===== src/rtl/core_ctrl.sv =====
// Run-control and program-load controller between the host command port and
// the single-cycle core: streams instruction words into instruction memory,
// gates execution (run / step / halt / PC breakpoint) and counts executed
// instructions with a saturating counter.
module core_ctrl #(
   parameter int IW  = 8,
   parameter int IMW = 4,
   parameter int CW  = 16
) (
   input  logic           clk,
   input  logic           rst_n,
   input  logic           cmd_valid,
   output logic           cmd_ready,
   input  logic [1:0]     cmd_op,
   input  logic [IW-1:0]  cmd_data,
   input  logic [IMW-1:0] pc,
   input  logic           bp_en,
   input  logic [IMW-1:0] bp_addr,
   output logic           core_en,
   output logic           core_start,
   output logic           im_we,
   output logic [IMW-1:0] im_waddr,
   output logic [IW-1:0]  im_wdata,
   output logic [1:0]     state,
   output logic           bp_hit,
   output logic [CW-1:0]  icount
);

   typedef enum logic [1:0] {
      S_HALT = 2'b00,
      S_LOAD = 2'b01,
      S_RUN  = 2'b10,
      S_STEP = 2'b11
   } state_t;

   localparam logic [1:0] OP_RUN  = 2'b00;
   localparam logic [1:0] OP_STEP = 2'b01;
   localparam logic [1:0] OP_HALT = 2'b10;
   localparam logic [1:0] OP_LOAD = 2'b11;

   // A word count of zero means a full memory image.
   localparam logic [IMW:0] FULL_LOAD = {1'b1, {IMW{1'b0}}};

   state_t         state_q, state_d;
   logic [IMW:0]   rem_q, rem_d;
   logic [IMW-1:0] waddr_q, waddr_d;
   logic           skip_q, skip_d;
   logic           load_done;
   logic           accept;
   logic           bp_match;

   // Saturating increment: the counter sticks at all-ones instead of wrapping.
   function automatic logic [CW-1:0] sat_inc(input logic [CW-1:0] v);
      return (v == {CW{1'b1}}) ? v : v + CW'(1);
   endfunction

   assign cmd_ready = rst_n && (state_q != S_STEP);
   assign accept    = cmd_valid && cmd_ready;
   // skip_bp lets a RUN resume from the very PC it stopped on.
   assign bp_match  = bp_en && (pc == bp_addr) && !skip_q;
   assign state     = state_q;

   // Execution gate: never while reset or core_start holds the PC at 0.
   always_comb begin
      core_en = 1'b0;
      if (rst_n && !core_start) begin
         case (state_q)
            S_RUN:   core_en = !bp_match;
            S_STEP:  core_en = 1'b1;
            default: core_en = 1'b0;
         endcase
      end
   end

   // Next-state logic for run control and the load stream counters.
   always_comb begin
      state_d   = state_q;
      rem_d     = rem_q;
      waddr_d   = waddr_q;
      skip_d    = skip_q;
      load_done = 1'b0;
      if (core_en && state_q == S_RUN) begin
         skip_d = 1'b0;
      end
      case (state_q)
         S_HALT: begin
            if (accept) begin
               case (cmd_op)
                  OP_RUN: begin
                     state_d = S_RUN;
                     skip_d  = 1'b1;
                  end
                  OP_STEP: state_d = S_STEP;
                  OP_LOAD: begin
                     state_d = S_LOAD;
                     rem_d   = (cmd_data == '0) ? FULL_LOAD : (IMW+1)'(cmd_data);
                     waddr_d = '0;
                  end
                  default: state_d = S_HALT;
               endcase
            end
         end
         S_LOAD: begin
            // Every accepted beat is an instruction word, whatever cmd_op says.
            if (accept) begin
               rem_d   = rem_q - (IMW+1)'(1);
               waddr_d = waddr_q + IMW'(1);
               if (rem_q == (IMW+1)'(1)) begin
                  state_d   = S_HALT;
                  load_done = 1'b1;
               end
            end
         end
         S_RUN: begin
            // A breakpoint wins over a simultaneous HALT; other commands are dropped.
            if (bp_match) begin
               state_d = S_HALT;
            end else if (accept && cmd_op == OP_HALT) begin
               state_d = S_HALT;
            end
         end
         default: state_d = S_HALT;
      endcase
   end

   // Control registers: state, counters, pulses and instruction count.
   always_ff @(posedge clk) begin
      if (!rst_n) begin
         state_q    <= S_HALT;
         rem_q      <= '0;
         waddr_q    <= '0;
         skip_q     <= 1'b0;
         core_start <= 1'b1;
         im_we      <= 1'b0;
         bp_hit     <= 1'b0;
         icount     <= '0;
      end else begin
         state_q    <= state_d;
         rem_q      <= rem_d;
         waddr_q    <= waddr_d;
         skip_q     <= skip_d;
         core_start <= load_done;
         im_we      <= (state_q == S_LOAD) && accept;
         bp_hit     <= (state_q == S_RUN) && bp_match;
         if (load_done) begin
            icount <= '0;
         end else if (core_en) begin
            icount <= sat_inc(icount);
         end
      end
   end

   // Write address/data path; only meaningful while im_we is high.
   always_ff @(posedge clk) begin
      if (state_q == S_LOAD && accept) begin
         im_waddr <= waddr_q;
         im_wdata <= cmd_data;
      end
   end

endmodule


===== config.mk =====
export PLATFORM = sky130hd
export DESIGN_NAME = core_ctrl
export DESIGN_NICKNAME = d
export VERILOG_FILES = /design/src/rtl/core_ctrl.sv
export SDC_FILE = /design/constraint.sdc
export NUM_CORES = 1
export LEC_CHECK = 0
export CAP_MARGIN = 20
export CORE_UTILIZATION = 50
export CTS_BUF_LIST = sky130_fd_sc_hd__clkbuf_16
export CTS_CLUSTER_DIAMETER = 60
export DETAILED_ROUTE_END_ITERATION = 16
export DONT_BUFFER_PORTS = 1
export GPL_TIMING_DRIVEN = 0
export PLACE_DENSITY = 0.77
export SYNTH_ARGS = -nofsm -noshare
export SYNTH_HDL_FRONTEND = slang
export SYNTH_SLANG_ARGS = --single-unit

===== constraint.sdc =====
create_clock -name clk -period 4.2 [get_ports clk]
set_input_delay 1.26 -clock clk [delete_from_list [all_inputs] [get_ports clk]]
set_output_delay 1.26 -clock clk [all_outputs]
set_load 0.01 [all_outputs]

# Word level (Yosys, flattened, before mapping)
# Index checks and enable logic that the tools add are counted.
[totals]
elab_cells = 75
output_inout_bits = 35
in_bits = 22
regBits = 43
[op_classes]
n_addsub = 3
reduce_logical = 20
bitwise_logic = 2
n_eq_ne = 15
mux = 25
[op_table]
columns = ["operator", "count"]
rows = [
  ["two-way mux 5 bit", 4],
  ["adder 16 x 1 -> 16 bit, second input constant", 1],
  ["equality test 16 bit, second input constant", 1],
  ["two-way mux 4 bit", 3],
  ["case mux 2 bit (3 select lines)", 2],
  ["two-way mux 2 bit", 5],
  ["case mux 5 bit (2 select lines)", 1],
  ["logical AND 1 bit", 9],
  ["equality test 2 bit, second input constant", 4],
  ["zero test 8 bit", 1],
  ["two-way mux 1 bit", 8],
  ["inequality test 2 bit, second input constant", 4],
  ["case mux 4 bit (2 select lines)", 1],
  ["AND reduction 4 bit", 2],
  ["equality test 5 x 1 -> 1 bit, second input constant", 1],
  ["subtractor 5 x 1 -> 5 bit, second input constant", 1],
  ["adder 4 x 1 -> 4 bit, second input constant", 1],
  ["equality test 2 x 1 -> 1 bit, second input constant", 2],
  ["equality test 4 bit", 1],
  ["zero test 2 bit", 2],
  ["zero test 1 bit", 3],
  ["inequality test 3 x 2 -> 1 bit, second input constant", 1],
  ["inequality test 2 x 1 -> 1 bit, second input constant", 1],
  ["inverter 1 bit", 2],
  ["4 further kinds", 4],
]

# Longest topological paths before layout
# Gate-level depths: netlist of the first run.
[depth]
word_depth = 11
mapped_depth = 8
ltp_nobuf = 6

# Worst setup path after synthesis of the first run
# Ideal clock, no wire load.
[synth_path]
path_type = "input -> output"
from = "input port bp_addr[2]"
to = "output port core_en"
arrival_time_ns = 2.117
stages = 5
t_required_ns = 2.940
n_path_buf = 1
slack_ns = 0.823
cell_sequence = "xnor2_1 -> nand3_1 -> o31ai_2 -> buf_6 -> inv_1"
[synth_between]
elab_chain_len = 6
[synth_lines]
columns = ["item", "line", "rtl"]
rows = [
  ["start, declared", "18", "input logic [IMW-1:0] bp_addr,"],
  ["equality test 4 bit", "60", "assign bp_match = bp_en && (pc == bp_addr) && !skip_q;"],
  ["logical AND 1 bit (2 in a row)", "60", ""],
  ["zero test 1 bit", "68", "S_RUN: core_en = !bp_match;"],
  ["case mux 1 bit (2 select lines)", "67", "case (state_q)"],
  ["two-way mux 1 bit", "66", "if (rst_n && !core_start) begin"],
  ["end, declared", "19", "output logic core_en,"],
]
# No other way between the ends.

# Worst setup path after layout of the first run
# Same ends and word-level chain as after synthesis.

==> results of run 1 <==
==> worst register-to-register path, stage by stage (launching register included) <==
cell	delay, ps
dfxtp_1	460
ha_1	220
nand3_1	140
nor2_4	250
and4_4	260
buf_6	130
buf_4	180
o31ai_1	100
a21oi_2	120
==> placed cells by master, fill, tap and decap left out, types with 3 or more instances in the layout <==
cell       instances
buf_6              3
o31ai_1            8
nand2_1           22
dfxtp_1           31
a21oi_1           10
ha_1               4
nor3_1             3
inv_1             10
o21ai_0            9
or4_4              4
buf_4              5
and2_1             3
a21boi_0           3
mux2i_1            4
clkbuf_16          5
nand4_1            7
nor2_1            11
a22oi_1            3
a21oi_2            4
xnor2_1            4
or4_1              5
nand3_1           11
edfxtp_1          12
==> stage by stage <==
step	hold slack, ps	setup slack [ps]
floorplan	428	823
global placement	438	562
detailed placement	439	502
CTS	455	506
global route	468	407
finish	453	530
==> where the power goes <==
part / total [W] / internal (W) / switching (W)
sequential: 0.000441 / 0.000433 / 0.00000761
clock: 0.000436 / 0.000280 / 0.000156
combinational: 0.0000513 / 0.0000212 / 0.0000301
total: 0.000928 / 0.000735 / 0.000194
==> cells by family (layout without fill, tap and decap cells) <==
group / Yosys count / after routing / synth area share, %
simple gates: 89 / 89 / 24.3
compound gates: 51 / 51 / 16.7
flops: 43 / 43 / 46.7
buf+inv: 20 / 28 / 5.54
xor+xnor: 6 / 6 / 2.50
fa+ha+maj: 4 / 4 / 2.38
mux: 4 / 4 / 1.91
==> worst max path at each step <==
stage / startpoint / end / slack [ps] / cells past startpoint
after detailed placement: bp_addr[2] / core_en / 500 / 5
after global routing: bp_addr[2] / core_en / 410 / 5
after CTS: bp_addr[2] / core_en / 510 / 5
after global placement: bp_addr[2] / core_en / 560 / 5
final: bp_addr[2] / core_en / 530 / 5
after floorplan: bp_addr[2] / core_en / 820 / 5
==> per-layer routing <==
layer	part of all wire, %	GRT usage (%)
met1	47	27.8
met2	46	34.2
met3	6.5	6.68
met4	0.50	6.65
met5	0	0
==> state kept, by name, indices dropped and copies added, names as in the netlist <==
signal and cells:
bp_hit 1, core_start 1, icount 16, im_waddr 4, im_wdata 8, im_we 1, rem_q 5, skip_q 1
state 2, waddr_q 4
==> cell type report <==
| class | count | area [µm²] | share of cell area (%) |
|---|---|---|---|
| multi-input cells | 154 | 1000 | 43.0 |
| flip-flops and latches | 43 | 981 | 42.1 |
| clock inverters | 3 | 43.8 | 1.88 |
| plain buffers | 10 | 78.8 | 3.38 |
| inverters | 10 | 37.5 | 1.61 |
| well taps | 50 | 62.6 | 2.68 |
| clock buffers | 5 | 125 | 5.36 |
==> qor.yml, run 1 <==
run_status: "completed"
rsz0062_at_grt: "no"
drive_gt1_share_pct: 15.1
numCtsBuffers: 5
yosysSeqAreaShare_pct: 46.7
clk_pin_slew_worst_paths_ps: 60
r2r_start: "icount[1]$_SDFFE_PP0P_"
hp-class: "reg -> reg"
antenna_found_initial: 0
worstSetupPathType: "in -> out"
hold_viol: 0
syn_inst: 217
reg2reg_depth: 8
num_antenna_cells: 0
critPathBufInv: 2
core_region_area_um2: 4030
dpl_cell_area_um2: 2160
r2r-end: "icount[13]$_SDFFE_PP0P_"
whs_endpoint: "im_waddr[3]$_DFFE_PP_"
grt_pass1_wl_um: 7270
yosysMostFrequentCell: "dfxtp_1"
htree_levels: 2
tns_ps: 0
crit_family: "compound AO/OA/AOI/OAI gates"
vias_per_cell: 6.05
num-fill-cells: 363
startpoint_type: "primary input"
synthToLayoutAreaGrowth_pct: 11.0
drtAntennaViolNets: 0
finalPower_w: 0.000928
whs_path_depth: 0
yosys.area.top_type: "dfxtp_1"
root_buffer: "clkbuf_16"
skew_ps: 7.99
drc: 0
drt-initial-drc-count: 133
period_share_pct: 87.4
cts_resized: 0
slew_headroom_pct: 59.4
vias: 1665
cp_max_fo: 10
grt_usage_pct: 21.6
p_leak_nw: 0.802
yosysTopAreaCellShare_pct: 29.5
p_per_area_nw_per_um2: 398
period_needed_ps: 3670
wl_um: 4380
portBuffers: 0
synth_area_per_cell_um2: 9.68
io_pins: 57
ys_async_sr_fraction_pct: 0
dp.cells: 267
ir_drop_mv: 0.295
hold_start: "waddr_q[3]$_SDFFE_PN0P_"
grt_pass1_vias: 1566
chipWidth_um: 66.8
slew_violations: 0
rrSetupSlack_ps: 2260
setup_violations: 0
synth.distinct_cells: 50
clock-sinks: 43
fin_util_pct: 57.9
slowest_stage: "o31ai_2"
cts_max_path_buffers: 2
grt_start_max_net_pins: 15
maxCapViolCount: 0
die_h_um: 66.8
insertion_delay_ps: 280
slowest_delay_ps: 480
arrival_ps: 2410
drt-wirelength-per-cell_um: 15.9
finalInstanceArea_um2: 2330
core.rowCount: 23
nets: 250
ys_ff_latch: 43
overflow: 0
fp.dieArea_um2: 4460
hpwl_um: 3120
synth.area.top_cells: "dfxtp_1 30%, edfxtp_1 17%, nand2_1 3.9%"
netlist_area_um2: 2100
initial_core_util_pct: 52.1
endpoint_kind: "output pin"
postCtsHoldBufs: 0
max_freq_mhz: 273
worst_pin_slew_ps: 606
post-cts-setup-buffers: 0
ys_warn_count: 0
synth_edf_count: 12
place.gp.congestion: 0.819
drt-pass1-iter-count: 6
synthTopCellsByCount: "31 x dfxtp_1, 22 x nand2_1, 12 x edfxtp_1"
synthFlopType: "dfxtp_1"
syn_nets: 243
critPathRequiredTime_ps: 2940
fin_cells: 275
cts_tree: "built"
path_cells: "xnor2_1 -> nand3_1 -> o31ai_2 -> buf_6 -> inv_1"
(Power assumes the default switching activity.)
==> run 2, diff against run 1 <==
--- a/config.mk
+++ b/config.mk
@@ -13,6 +13,7 @@
 export DONT_BUFFER_PORTS = 1
 export GPL_TIMING_DRIVEN = 0
 export PLACE_DENSITY = 0.77
+export SKIP_CTS_REPAIR_TIMING = 1
 export SYNTH_ARGS = -nofsm -noshare
 export SYNTH_HDL_FRONTEND = slang
 export SYNTH_SLANG_ARGS = --single-unit
==> results of run 2 <==
Same layout as run 1: the final DEF is identical, and so are final timing and power.
==> run 3, diff against run 2 <==
--- a/config.mk
+++ b/config.mk
@@ -6,12 +6,13 @@
 export NUM_CORES = 1
 export LEC_CHECK = 0
 export CAP_MARGIN = 20
+export CORE_ASPECT_RATIO = 0.8
 export CORE_UTILIZATION = 50
 export CTS_BUF_LIST = sky130_fd_sc_hd__clkbuf_16
 export CTS_CLUSTER_DIAMETER = 60
 export DETAILED_ROUTE_END_ITERATION = 16
 export DONT_BUFFER_PORTS = 1
-export GPL_TIMING_DRIVEN = 0
+export GPL_ROUTABILITY_DRIVEN = 1
 export PLACE_DENSITY = 0.77
 export SKIP_CTS_REPAIR_TIMING = 1
 export SYNTH_ARGS = -nofsm -noshare
==> run 3 against run 2 <==
Clock-buffer cell count unchanged. Sequential power about the same. Combinational power decreased by 18%. First-iteration DRC count decreased by 24%. Via count decreased by 3.6%. Setup slack improved by 410 ps. Hold slack improved by 16 ps. Critical path type unchanged.
==> qor.yml, run 3 (synthesis gave the netlist of run 1 again) <==
skew_ps: 6.14
vias_per_cell: 5.92
ir_drop_mv: 0.264
place.gp.congestion: 0.829
arrival_ps: 2000
r2r_start: "state[0]$_SDFFE_PN0P_"
num-fill-cells: 368
root_buffer: "clkbuf_16"
cts_tree: "built"
largest_register_ffs: 16
antenna_found_initial: 0
endpoint_kind: "output pin"
cp_max_fo: 7
route.met2.wl_um: 1670
insertion_delay_ps: 280
final_cell_mix: "31 x dfxtp_1, 22 x nand2_1, 12 x edfxtp_1"
slew_violations: 0
setup_violations: 0
whs_path_depth: 0
overflow: 0
initial_core_util_pct: 53.8
drc: 0
period_needed_ps: 3260
drt-wirelength-per-cell_um: 14.9
drive_gt1_share_pct: 12.5
fin_util_pct: 57.5
rsz0062_at_grt: "no"
nets: 241
fp.dieArea_um2: 4470
worstSetupPathType: "in -> out"
worst_pin_slew_ps: 620
top_regs: "icount: 16 flops, im_wdata: 8 flops, rem_q: 5 flops"
cts_max_path_buffers: 2
drt-initial-drc-count: 101
grt_pass1_wl_um: 6580
tns_ps: 0
period_share_pct: 77.6
slew_headroom_pct: 58.1
p_leak_nw: 0.742
io_pins: 57
synthToLayoutAreaGrowth_pct: 6.79
portBuffers: 0
startpoint_type: "primary input"
critPathRequiredTime_ps: 2940
run_status: "completed"
htree_levels: 2
max_freq_mhz: 307
p_per_area_nw_per_um2: 382
clock-sinks: 43
whs_endpoint: "im_waddr[3]$_DFFE_PP_"
wl_um: 4030
numCtsBuffers: 5
hold_viol: 0
hpwl_um: 2830
r2r-end: "icount[12]$_SDFFE_PP0P_"
grt_start_max_net_pins: 23
wl_met1_um: 2120
chipWidth_um: 74.5
grt_pass1_vias: 1411
drtAntennaViolNets: 0
drt-pass1-iter-count: 4
core.rowCount: 20
hold_ws_ps: 469
layout_commonest_cell: "dfxtp_1"
die_h_um: 60.0
clk_pin_slew_worst_paths_ps: 60
topRoutingLayerUsed: "met4"
core_region_area_um2: 3900
wl_met3_um: 229
rrSetupSlack_ps: 2220
grt_usage_pct: 19.5
maxCapViolCount: 0
reg2reg_depth: 5
vias: 1605
hold_start: "waddr_q[3]$_SDFFE_PN0P_"
hp-class: "reg -> reg"
largest_register: "icount"
num_antenna_cells: 0
-- run 3: changes by cell type in the layout (fill, tap and decap cells not counted), sizes merged --
cell / before / now
bufinv: 1 / 0
buf: 8 / 1
clkinv: 2 / 1
clkbuf: 7 / 5
clkinvlp: 0 / 2
-- run 3: power by group --
group           total, W  switching (W)  internal, W  leakage, nW
Sequential      0.000444      0.0000106     0.000433        0.357
Clock           0.000372       0.000153     0.000219       0.0658
Combinational  0.0000422      0.0000241    0.0000181        0.320
Total           0.000858       0.000188     0.000670        0.742
-- run 3: through the flow --
| stage | instances | area [µm²] | total power, W | setup slack [ps] |
|---|---|---|---|---|
| 2_1_floorplan | 217 | 2100 | 0.000490 | 823 |
| 3_3_place_gp | 263 | 2100 | 0.000495 | 955 |
| 3_5_place_dp | 263 | 2100 | 0.000495 | 934 |
| 4_1_cts | 271 | 2240 | 0.000872 | 934 |
| 5_1_grt | 271 | 2240 | 0.000897 | 836 |
| 6_report | 271 | 2240 | 0.000858 | 943 |
-- run 3: worst max path at each step --
| stage | cells after the start | to | from | slack (ps) |
|---|---|---|---|---|
| 2_1_floorplan | 5 | core_en | bp_addr[2] | 820 |
| 3_3_place_gp | 4 | core_en | bp_addr[3] | 960 |
| 3_5_place_dp | 4 | core_en | bp_addr[0] | 930 |
| 4_1_cts | 4 | core_en | bp_addr[0] | 930 |
| 5_1_grt | 4 | core_en | bp_addr[0] | 840 |
| 6_report | 4 | core_en | bp_addr[0] | 940 |
-- run 3: layer usage --
layer	vias up	global-route usage [%]
met5	-	0
met3	2	5.40
li1	801	-
met1	748	29.7
met4	0	4.85
met2	54	26.9
-- run 3: final cells by class --
type	count	area [µm²]	share of cell area, %
Clock buffer	5	125	5.58
Sequential cell	43	981	43.7
Clock inverter	3	20.0	0.892
Multi-Input combinational cell	154	1000	44.7
Inverter	10	37.5	1.67
Tap cell	55	68.8	3.07
Timing Repair Buffer	1	7.51	0.335
-- run 3: critical path, cell delays in order --
cell     delay (ps)
xnor2_1         130
nand3_1         110
o31ai_2         270
inv_1           220
==> RTL change 1, RTL diff (settings of run 1) <==
Take the reset off `waddr_q` and load it in a clocked block of its own.
--- a/src/rtl/core_ctrl.sv
+++ b/src/rtl/core_ctrl.sv
@@ -129,5 +129,4 @@
          state_q    <= S_HALT;
          rem_q      <= '0;
-         waddr_q    <= '0;
          skip_q     <= 1'b0;
          core_start <= 1'b1;
@@ -138,5 +137,4 @@
          state_q    <= state_d;
          rem_q      <= rem_d;
-         waddr_q    <= waddr_d;
          skip_q     <= skip_d;
          core_start <= load_done;
@@ -151,4 +149,8 @@
    end
 
+   always_ff @(posedge clk) begin
+      waddr_q <= waddr_d;
+   end
+
    // Write address/data path; only meaningful while im_we is high.
    always_ff @(posedge clk) begin
Check against the original RTL: same outputs for any inputs over 10 cycles, from zero or initial values and one cycle with rst_n low; that may be too few to reach the edited logic, so the function may still have changed.
==> RTL change 1 against run 1 <==
Routed wire length decreased by 11%; synthesized cell count rose by 1.4%; worst setup slack worse by 120 ps; non-clock buffer count did not move; clock skew shrank 2.8 ps; via count decreased by 3.2%; synthesized area down 1.9%; final area decreased by 3.1%; final cell count grew 0.36%; power shrank 6.6%; global-route usage down 2.3 points; sequential share of layout area up 3.1 points; register-to-register slack worse by 550 ps; sequential cell count did not move; critical path type unchanged; critical endpoint unchanged.
==> RTL change 1: results (changes against run 1) <==
* Most common flop cell mapped by yosys: dfxtp_1
* Initial DRC count at 149 (+12%)
* Clock slew at reported path FFs at 60 ps (about the same)
* Crit Path Max Fanout at 10 (unchanged)
* Dpl ws at 405.5 ps (-96.76 ps)
* All-Layer GR Usage at 19.27% (-2.3 points)
* Post-CTS setup buffers at 0 (unchanged)
* Synth Area in Compound Gates at 15.00% (-1.7 points)
* Leakage power at 0.7466 nW (-6.9%)
* Yosys cell types at 44 (-12%)
* Clock H-tree levels at 2 (unchanged)
* Regs by FF count: icount (16), im_wdata (8), rem_q (5)
* First-pass GRT wire length at 6361 um (-12%)
* Post-synthesis mux area share at 2.914% (+1.0 points)
* Flop pwr share at 51.8% (+4.3 points)
* WL final at 3917 um (-11%)
* Worst Hold Class: flop to flop
* Final HPWL DP at 2911 um (-6.8%)
* Port Buf Inserts at 0 (unchanged)
* Vias in the first global route at 1445 (-7.7%)
* Slew @ Worst Pin at 933.2 ps (+327.0 ps)
* Vias per inst at 5.841 (-3.5%)
* Status: finished clean
* Crit path DAT at 2530 ps (+120 ps)
* Clk root buf: clkbuf_16
* M1 wire length at 1723 um (-16%)
* Power Clock at 0.000367 W (-16%)
* Seq/Total Area, Yosys at 49.54% (+2.9 points)
* Post-DP Area at 0.002121 sq mm (-2.0%)
* Post-Syn Instances at 220 (+1.4%)
* YS warnings at 0 (unchanged)
* Post-synth EDFFs at 16 (+4)
* Num CTS Buffers at 5 (unchanged)
* Sw Ratio at 21.92% (+1.1 points)
* Post-synth top cells: dfxtp_1, nand2_1, edfxtp_1
* First-pass DRT Iterations at 4 (-2)
* Placed cells at 268 (+0.37%)
* XOR/XNOR Fraction of Synth Area at 2.125% (-0.38 points)
* Worst-case vdd ir drop at 175.4 uV (-41%)
* Via count at 1612 (-3.2%)
* Placer congestion estimate at 0.8744 (+6.8%)
* N_diodes at 0 (unchanged)
* Routed met2 length at 1881 um (-6.5%)
* Clock skew at 5.205 ps (-2.788 ps)
* Final net count at 253 (+1.2%)
* Cts repair resizes at 0 (unchanged)
* Total power at 0.0008669 W (-6.6%)
* CTS Buffer Depth at 2 (unchanged)
* Largest net degree at the start of global routing at 14 (-1)
* Layout cell share with drive strength beyond 1 at 6.140% (-9.0 points)
* Post-Synth Adder-Cell Area at 2.429% (+0.046 points)
* DR WL met3 at 249 um (-13%)
* Top cells by area, synth: dfxtp_1, edfxtp_1, nand2_1
* Syn Nets at 246 (+1.2%)
==> RTL change 1: layer usage <==
layer / vias up / global-route usage, %
met5: - / 0
met4: 0 / 8.245
met3: 7 / 6.897
met2: 50 / 32.27
met1: 741 / 21.97
li1: 814 / -
==> RTL change 1: area by class of cell <==
type / count / area (sq um)
multi-input cells: 156 / 957.2
fillers: 325 / 1538
inverters: 11 / 41.29
clock inverters: 3 / 15.01
flip-flops and latches: 43 / 1021
plain buffers: 10 / 41.29
clock buffers: 5 / 125.1
well taps: 48 / 60.06
==> RTL change 1: worst max-delay path, stage by stage <==
cell and delay (ps):
xnor2_1 120, nand4b_1 180, o31ai_2 530, buf_2 310, inv_1 120
==> RTL change 1: final timing paths <==
check	start	end	slack (ps)	cells past startpoint
setup reg to reg	state[0]	im_wdata[7]	1710	5
hold / removal	waddr_q[3]	im_waddr[3]	480	0
hold reg to reg	waddr_q[3]	im_waddr[3]	480	0
setup / recovery	bp_addr[3]	core_en	410	5
==> RTL change 2, RTL diff (settings of run 1) <==
Without the edit above. The parameter `IMW` goes from 4 to 8.
--- a/src/rtl/core_ctrl.sv
+++ b/src/rtl/core_ctrl.sv
@@ -5,5 +5,5 @@
 module core_ctrl #(
    parameter int IW  = 8,
-   parameter int IMW = 4,
+   parameter int IMW = 8,
    parameter int CW  = 16
 ) (
Interface: changed (resized bp_addr, im_waddr and pc); port bits go from 57 to 69. The function was not compared with the original's and may differ.
==> RTL change 2 against run 1 <==
Worst setup slack got worse by 210 ps; synthesized area grew 28%; routed wire length rose by 28%; power increased by 18%; final area increased by 26%; fmax is 5.5% lower; non-clock buffer count stayed put; sequential cell count is 12 higher; highest routed layer unchanged; critical path type unchanged.
==> RTL change 2: results (changes against run 1) <==
* Seq/Total Area, Yosys at 46.99% (+0.30 points)
* Status: finished clean
* Total power at 0.001096 W (+18%)
* Slew Limit Headroom at 54.08% (-5.3 points)
* Clk Latency, worst-skew pair at 290 ps
* Sw Pwr at 0.0002336 W (+21%)
* CP max-delay cell: nor4_4
* Syn Area/Cell at 9.223 sq um (-4.7%)
* Vias per inst at 6.046 (-0.14%)
* Crit path DAT at 2620 ps (+210 ps)
* Worst-case vdd ir drop at 198.5 uV (-33%)
* Worst Hold Class: flop to flop
* Filler cell count at 472 (+30%)
* Yosys cell types at 54 (+8.0%)
* Initial DRC count at 181 (+36%)
* Routed Antenna Nets at 0 (unchanged)
* Placer congestion estimate at 0.9324 (+14%)
* Regs by FF count: icount (16), rem_q (9)
* All-Layer GR Usage at 21.08% (-0.50 points)
* CTS Buffer Depth at 2 (unchanged)
* First-pass DRT Iterations at 4 (-2)
* Layout cell share with drive strength beyond 1 at 9.060% (-6.1 points)
* First-pass GRT wire length at 9045 um (+25%)
* Placed cells at 361 (+35%)
* Num CTS Buffers at 5 (unchanged)
* Crit Path Max Fanout at 10 (unchanged)
* Via count at 2225 (+34%)
* CP max stage delay at 490 ps
* Top cells by area, synth: dfxtp_1, edfxtp_1, a21oi_1
* Syn Nets at 325 (+34%)
* Slew Limit Fails at 0 (unchanged)
* Vias in the first global route at 1996 (+27%)
* DR WL/cell at 15.24 um (-4.3%)
* Largest net degree at the start of global routing at 19 (+4)
* Post-CTS setup buffers at 0 (unchanged)
* Leakage power at 0.9603 nW (+20%)
* Post-synth EDFFs at 16 (+4)
* Clock slew at reported path FFs at 60 ps (about the same)
* Cts repair resizes at 0 (unchanged)
* N_diodes at 0 (unchanged)
* Post-DP Area at 0.002771 sq mm (+28%)
* Post-synth top cells: dfxtp_1, nand2_1, a21oi_1, nor2_1, edfxtp_1
* Clock skew at 4.000 ps (-3.993 ps)
* Final HPWL DP at 4055 um (+30%)
-- RTL change 2: power by group through the flow --
stage	Combinational, W	Sequential, W	Clock [W]
4_1_cts	0.0000783	0.000564	0.000464
3_5_place_dp	0.0000777	0.000576	0
3_3_place_gp	0.0000760	0.000576	0
2_1_floorplan	0.0000641	0.000574	0
6_report	0.0000789	0.000565	0.000453
5_1_grt	0.0000879	0.000565	0.000490
-- RTL change 2: per-stage QoR --
step | hold slack (ps) | setup WS, ps
floorplan | 429.2 | 600.3
global placement | 439.2 | 307.7
detailed placement | 453.7 | 308.8
CTS | 464.6 | 306.4
global route | 478.4 | 149.0
finish | 463.5 | 317.5
-- RTL change 2: logic make-up (layout without fill, tap and decap cells) --
logic type	Yosys count	count (layout)	share of synthesized area (%)
XOR/XNOR	13	13	4.242
adder cells (fa/ha/maj)	4	4	1.865
AO/OA/AOI/OAI	63	63	14.22
buffers and inverters	19	26	3.590
AND/OR/NAND/NOR	132	132	27.23
multiplexers	5	5	1.865
flip-flops	55	55	46.99
-- RTL change 2: layout make-up --
cell class	instances	area, sq um	share of cell area (%)
buffer	10	61.31	2.090
multi-input combinational	217	1326	45.20
sequential	55	1261	42.99
clock buffer	5	125.1	4.264
clock inverter	2	37.54	1.279
tap	70	87.58	2.985
inverter	9	35.03	1.194
-- RTL change 2: worst max-delay path: cells and delay by family --
kind / cells / cell delay (ps)
and+or+nand+nor: 3 / 740
buffers and inverters: 2 / 430
xor gates and xnor gates: 1 / 180
-- RTL change 2: path summary, 6_finish.rpt --
path	startpoint	endpoint	slack, ps	depth (start not counted)
setup / recovery	bp_addr[7]	core_en	320	6
hold / removal	waddr_q[7]	im_waddr[7]	460	0
setup reg to reg	rem_q[1]	icount[15]	2160	7
hold reg to reg	waddr_q[7]	im_waddr[7]	460	0
-- RTL change 2: routing by layer --
layer / up-vias / global-route usage (%) / part of all wire, %
met5: - / 0 / 0
met4: 0 / 9.259 / 1.5
met3: 10 / 6.158 / 8.4
met2: 100 / 36.64 / 48
met1: 1025 / 24.11 / 42
li1: 1090 / - / -
